$ cat src/rtl/audio_pkg.sv
// Shared constants for the WM8731 DAC-path serializer: codec format codes and FSM states.
package audio_pkg;

    localparam logic [1:0] FMT_I2S  = 2'd0;
    localparam logic [1:0] FMT_LJ   = 2'd1;
    localparam logic [1:0] FMT_RJ   = 2'd2;
    localparam logic [1:0] FMT_DSPA = 2'd3;

    localparam logic [0:0] IDLE = 1'b0;
    localparam logic [0:0] RUN  = 1'b1;

endpackage

$ cat src/rtl/audio_shift_lane.sv
// One channel's MSB-first shifter. A load with shift asserted stores the word already
// advanced by one bit, for formats whose first data bit is issued on the load strobe.
module audio_shift_lane #(
    parameter int WIDTH = 24
) (
    input  logic             clk,
    input  logic             reset,
    input  logic             load,
    input  logic             shift,
    input  logic [WIDTH-1:0] din,
    output logic             msb
);

    logic [WIDTH-1:0] sr;

    always_ff @(posedge clk or negedge reset) begin
        if (!reset) begin
            sr <= '0;
        end else if (load) begin
            sr <= shift ? {din[WIDTH-2:0], 1'b0} : din;
        end else if (shift) begin
            sr <= {sr[WIDTH-2:0], 1'b0};
        end
    end

    assign msb = sr[WIDTH-1];

endmodule

$ cat src/rtl/audio_frame_serializer.sv
// Stereo serial transmitter for the WM8731 DAC: holding register, frame bit counter,
// IDLE/RUN FSM and per-format data-window decode driving DACDAT/DACLRC.
module audio_frame_serializer
    import audio_pkg::*;
#(
    parameter int WIDTH = 24,
    parameter int SLOT  = 32
) (
    input  logic             clk,
    input  logic             reset,
    input  logic             bit_en,
    input  logic             run,
    input  logic [1:0]       mode,
    input  logic [WIDTH-1:0] left_in,
    input  logic [WIDTH-1:0] right_in,
    input  logic             valid,
    output logic             ready,
    output logic             dacdat,
    output logic             daclrc,
    output logic             frame_start,
    output logic             underrun
);

    localparam int CW = $clog2(2 * SLOT);
    localparam logic [CW-1:0] LAST = CW'(2 * SLOT - 1);

    logic [0:0]       state;
    logic [CW-1:0]    bit_idx;
    logic [1:0]       cur_mode;
    logic [WIDTH-1:0] hold_l;
    logic [WIDTH-1:0] hold_r;
    logic             full;

    logic             wrap;
    logic             start;
    logic             stop;
    logic             adv;
    logic [CW-1:0]    n_next;
    logic [1:0]       m_next;
    logic [WIDTH-1:0] load_l;
    logic [WIDTH-1:0] load_r;
    logic             msb_l;
    logic             msb_r;
    logic             shift_l;
    logic             shift_r;
    logic             dacdat_next;

    int               n_int;
    int               k;
    logic             ch;
    logic             win_data;
    logic             win_ch;
    logic             win_lrc;

    // A transfer happens on any clk edge where valid && ready; ready is simply !full,
    // and the held pair is only ever consumed by a frame-start strobe.
    assign ready = !full;

    assign wrap   = (bit_idx == LAST);
    assign start  = bit_en && run && ((state == IDLE) || wrap);
    assign stop   = bit_en && (state == RUN) && wrap && !run;
    assign adv    = bit_en && (state == RUN) && !wrap;
    assign n_next = start ? '0 : bit_idx + 1'b1;
    assign m_next = start ? mode : cur_mode;
    assign load_l = full ? hold_l : '0;
    assign load_r = full ? hold_r : '0;

    always_comb begin
        n_int    = int'(n_next);
        ch       = (n_int >= SLOT);
        k        = ch ? n_int - SLOT : n_int;
        win_data = 1'b0;
        win_ch   = ch;
        win_lrc  = 1'b0;
        case (m_next)
            FMT_I2S: begin
                win_lrc  = ch;
                win_data = (k >= 1) && (k <= WIDTH);
            end
            FMT_LJ: begin
                win_lrc  = !ch;
                win_data = (k < WIDTH);
            end
            FMT_RJ: begin
                win_lrc  = !ch;
                win_data = (k >= SLOT - WIDTH);
            end
            default: begin
                win_lrc  = (n_int == 0);
                win_data = (n_int >= 1) && (n_int <= 2 * WIDTH);
                win_ch   = (n_int > WIDTH);
            end
        endcase
    end

    // On the frame-start strobe the shifters are only being loaded, so bit 0 comes from the load value.
    always_comb begin
        shift_l = (start || adv) && win_data && !win_ch;
        shift_r = (start || adv) && win_data && win_ch;
        if (start) begin
            dacdat_next = win_data && load_l[WIDTH-1];
        end else begin
            dacdat_next = win_data && (win_ch ? msb_r : msb_l);
        end
    end

    audio_shift_lane #(.WIDTH(WIDTH)) u_lane_l (
        .clk   (clk),
        .reset (reset),
        .load  (start),
        .shift (shift_l),
        .din   (load_l),
        .msb   (msb_l)
    );

    audio_shift_lane #(.WIDTH(WIDTH)) u_lane_r (
        .clk   (clk),
        .reset (reset),
        .load  (start),
        .shift (shift_r),
        .din   (load_r),
        .msb   (msb_r)
    );

    always_ff @(posedge clk or negedge reset) begin
        if (!reset) begin
            state       <= IDLE;
            bit_idx     <= '0;
            cur_mode    <= FMT_I2S;
            hold_l      <= '0;
            hold_r      <= '0;
            full        <= 1'b0;
            dacdat      <= 1'b0;
            daclrc      <= 1'b0;
            frame_start <= 1'b0;
            underrun    <= 1'b0;
        end else begin
            frame_start <= 1'b0;
            underrun    <= 1'b0;
            if (valid && !full) begin
                hold_l <= left_in;
                hold_r <= right_in;
                full   <= 1'b1;
            end
            if (start) begin
                state       <= RUN;
                bit_idx     <= '0;
                cur_mode    <= mode;
                frame_start <= 1'b1;
                if (full) begin
                    full <= 1'b0;
                end else begin
                    underrun <= 1'b1;
                end
                dacdat <= dacdat_next;
                daclrc <= win_lrc;
            end else if (stop) begin
                state   <= IDLE;
                bit_idx <= '0;
                dacdat  <= 1'b0;
                daclrc  <= 1'b0;
            end else if (adv) begin
                bit_idx <= bit_idx + 1'b1;
                dacdat  <= dacdat_next;
                daclrc  <= win_lrc;
            end
        end
    end

endmodule

$ cat config.mk
export PLATFORM = sky130hd
export DESIGN_NAME = audio_frame_serializer
export DESIGN_NICKNAME = d
export VERILOG_FILES = /design/src/rtl/audio_pkg.sv /design/src/rtl/audio_shift_lane.sv /design/src/rtl/audio_frame_serializer.sv
export SDC_FILE = /design/constraint.sdc
export NUM_CORES = 1
export LEC_CHECK = 0
export CAP_MARGIN = 25
export CORE_MARGIN = 2
export CORE_UTILIZATION = 31
export CTS_BUF_LIST = sky130_fd_sc_hd__clkbuf_2 sky130_fd_sc_hd__clkbuf_4 sky130_fd_sc_hd__clkbuf_8
export CTS_CLUSTER_DIAMETER = 80
export DETAILED_ROUTE_END_ITERATION = 6
export PLACE_DENSITY = 0.51
export SYNTH_ARGS = -nofsm -noshare
export SYNTH_HDL_FRONTEND = slang
export SYNTH_HIERARCHICAL = 1
export SYNTH_SLANG_ARGS = --single-unit
$ cat constraint.sdc
create_clock -name clk -period 4.5 [get_ports clk]
set_input_delay 1.35 -clock clk [delete_from_list [all_inputs] [get_ports clk]]
set_output_delay 1.35 -clock clk [all_outputs]
set_load 0.01 [all_outputs]
==> results.json, run 1 <==
{
  "holdCritPathClass": "reg -> reg",
  "first_iter_violations": 166,
  "drt_wl_total_mm": 10.3,
  "cts-root-buf": "clkbuf_8",
  "slowest_stage": "clkdlybuf4s50_1",
  "finalHoldViolCount": 0,
  "crit_type": "in -> reg",
  "cts.path.max_buffers": 2,
  "coreArea_um2": 17200,
  "place_hpwl_mm": 6.77,
  "vias_per_cell": 4.68,
  "syn_avg_cell_area_um2": 13.0,
  "critPathMostFrequentCell": "mux2i_1",
  "wl_per_cell_um": 14.7,
  "cts_buffers": 9,
  "grt_setup_unrepaired": "false",
  "peakVddDrop_mv": 0.240,
  "ff2ff_path_depth": 11,
  "p_per_area_nw_per_um2": 525,
  "clk-insertion-delay-late_ps": 390,
  "ys.warnings.count": 6,
  "final.period_utilization": 0.876,
  "fin_skew_ps": 16.1,
  "ctsResizeCount": 0,
  "grtUsageTotal": 0.121,
  "regArea_um2": 2750,
  "startpoint_type": "input port",
  "cts.sinks": 110,
  "grt_max_degree": 61,
  "timing.critical_path.buf_inv": 3,
  "power.switching_w": 0.00107,
  "internal_power_w": 0.00229,
  "setup_viol": 0,
  "path_clk_slew_ps": 110,
  "synth_cells": 418,
  "vias": 3270,
  "drtAntennaViolNets": 0,
  "crit_arrival_ps": 4250,
  "p_seq_frac": 0.469,
  "final_common_cell": "dfrtp_1",
  "grt_pass1_vias": 3504,
  "n_fill_cell": 1673,
  "whs_path_depth": 1,
  "rrSetupSlack_ps": 1070,
  "synth.distinct_cells": 52,
  "die_h_um": 137,
  "final_cell_mix": "dfrtp_1 (110), mux2i_1 (96), clkdlybuf4s50_1 (58)",
  "critPathTopFamily": "buffers and inverters",
  "die_x_um": 137,
  "netlist_area_um2": 5450,
  "finalMaxSlewViolations": 0,
  "synthArstFlopShare": 1.00,
  "slew-limit-headroom": 0.461,
  "firstDrtPassIters": 4,
  "ios": 60,
  "start_util": 0.316,
  "finalSetupTns_ps": 0,
  "nNetsFinal": 530,
  "required_ps": 4810,
  "port-buffer-count": 59,
  "antenna_found_initial": 0,
  "yosysSeqAreaShare": 0.505,
  "fin_crit_ps": 3940,
  "final_util": 0.371,
  "status": "completed",
  "hold_path_end": "hold_l[19]$_DFFE_PN0P_",
  "gp_congestion": 0.746,
  "cts.htree.levels": 3,
  "drive_gt1_frac": 0.184,
  "r2r-start": "bit_idx[0]$_DFFE_PN0P_",
  "n_antenna_cell": 0,
  "holdBufCountCts": 0,
  "cp-end-kind": "flop",
  "drv_cap": 0,
  "dp_slack_ps": 140,
  "crit_fanout": 24,
  "synth_nets": 479,
  "ys_seq_elements": 110,
  "drc": 0,
  "fmax_mhz": 254,
  "synth_top_flop_cell": "dfrtp_1",
  "worst_slack_ps": 558,
  "multi_input_area_um2": 2440,
  "synth-edff-count": 0,
  "leakage_nw": 2.57,
  "grt_pass1_wl_mm": 17.6,
  "combPwrFrac": 0.343,
  "path_cells": "clkdlybuf4s50_1 > and3b_1 > a21oi_4 > mux2i_1 > inv_1 > ha_1 > nor4_1 > a211oi_2 > nor3_2 > buf_12 > mux2i_1",
  "slowest_delay_ps": 480,
  "worstMarginPinSlew_ps": 808,
  "cts_setup_buffers": 0,
  "clock_power_share": 0.188,
  "die_area_um2": 18700,
  "r2r-end": "u_lane_r/sr[15]$_DFFE_PN0P_",
  "min-delay-start": "hold_l[19]$_DFFE_PN0P_",
  "crit_start": "run",
  "cts_tree": "built",
  "grt_overflow_total": 0,
  "area_growth_pct": 17.5,
  "swShare": 0.317,
  "num_rows": 48
}
layout make-up:
type | instances | area share
clock buffer | 10 | 0.0215
sequential | 110 | 0.430
timing repair buffer | 68 | 0.108
clock inverter | 6 | 0.0108
inverter | 6 | 0.00352
multi-input combinational | 274 | 0.382
tap | 225 | 0.0440
worst max-delay path by stage:
stage                                       end  depth (start not counted)
CTS                 u_lane_r/sr[14]$_DFFE_PN0P_                         11
global route        u_lane_r/sr[21]$_DFFE_PN0P_                         11
finish              u_lane_r/sr[15]$_DFFE_PN0P_                         11
floorplan           u_lane_r/sr[10]$_DFFE_PN0P_                         13
detailed placement  u_lane_r/sr[14]$_DFFE_PN0P_                         11
global placement    u_lane_r/sr[16]$_DFFE_PN0P_                         11
flip-flops by register name (all words and copies together), names as in the netlist:
signal / count
dacdat: 1
state: 1
u_lane_l/sr: 24
daclrc: 1
frame_start: 1
cur_mode: 2
u_lane_r/sr: 24
underrun: 1
hold_r: 24
hold_l: 24
full: 1
bit_idx: 6
worst reg2reg max path, stage by stage, from the launching register on:
cell      delay [ps]
dfrtp_1          480
ha_1             410
and4_4           270
a21oi_4          330
mux2i_1          340
inv_1            150
ha_1             260
nor4_1           340
a211oi_2         120
nor3_2           200
buf_12           240
mux2i_1          230
cell usage after synthesis, types with 2 or more instances:
cell	instances	area, um2
nand3_1	3	15.0
a21oi_1	2	10.0
ha_1	6	75.1
o21ai_1	2	10.0
clkbuf_4	2	15.0
buf_4	4	30.0
nor2_1	6	22.5
dfrtp_1	110	2750
nor3_1	3	15.0
inv_1	5	18.8
mux2_2	48	541
buf_2	4	20.0
a22o_1	4	35.0
o21ai_0	3	15.0
nand3b_1	2	15.0
buf_12	4	80.1
buf_6	6	67.6
nand2_1	8	30.0
a31oi_1	6	37.5
xnor2_1	4	35.0
mux2i_1	96	961
a311oi_1	4	35.0
and3_1	2	12.5
clkbuf_1	8	30.0
and2_1	49	307
per-stage QoR:
stage	power (W)	area (um2)	std cells	hold slack, ps
after floorplan	0.00247	5450	418	472
after global placement	0.00274	6190	683	475
after detailed placement	0.00278	6190	683	488
after global routing	0.00363	6400	699	527
after CTS	0.00343	6400	699	513
final	0.00336	6400	699	509
kinds of logic (layout without fill, tap and decap cells):
group / count (synthesis) / in the layout / synth area share
mux: 144 / 144 / 0.276
flops: 110 / 110 / 0.505
simple gates: 85 / 85 / 0.0955
compound gates: 34 / 34 / 0.0496
buf+inv: 34 / 90 / 0.0487
fa+ha+maj: 6 / 6 / 0.0138
xor+xnor: 5 / 5 / 0.0115
metal layers:
metal  global-route usage  vias up  wire, um
li1                     -     1580         -
met1                0.163     1624      4940
met2                0.188       55      4770
met3               0.0381       11       468
met4               0.0347        0       127
met5                    0        -         0
power groups by stage:
stage               combinational [W]  sequential, W  clock [W]
finish                        0.00115        0.00158   0.000633
global route                  0.00129        0.00164   0.000702
CTS                           0.00118        0.00158   0.000667
detailed placement            0.00117        0.00160          0
global placement              0.00115        0.00159          0
floorplan                    0.000957        0.00151          0
(Power assumes the default switching activity.)
==> run 2: changes to the inputs <==
--- a/config.mk
+++ b/config.mk
@@ -9,7 +9,7 @@
 export CORE_MARGIN = 2
 export CORE_UTILIZATION = 31
 export CTS_BUF_LIST = sky130_fd_sc_hd__clkbuf_2 sky130_fd_sc_hd__clkbuf_4 sky130_fd_sc_hd__clkbuf_8
-export CTS_CLUSTER_DIAMETER = 80
+export CTS_CLUSTER_DIAMETER = 60
 export DETAILED_ROUTE_END_ITERATION = 6
 export PLACE_DENSITY = 0.51
 export SYNTH_ARGS = -nofsm -noshare
==> results of run 2 <==
No change in the layout: final DEF, timing and power equal those of run 1.
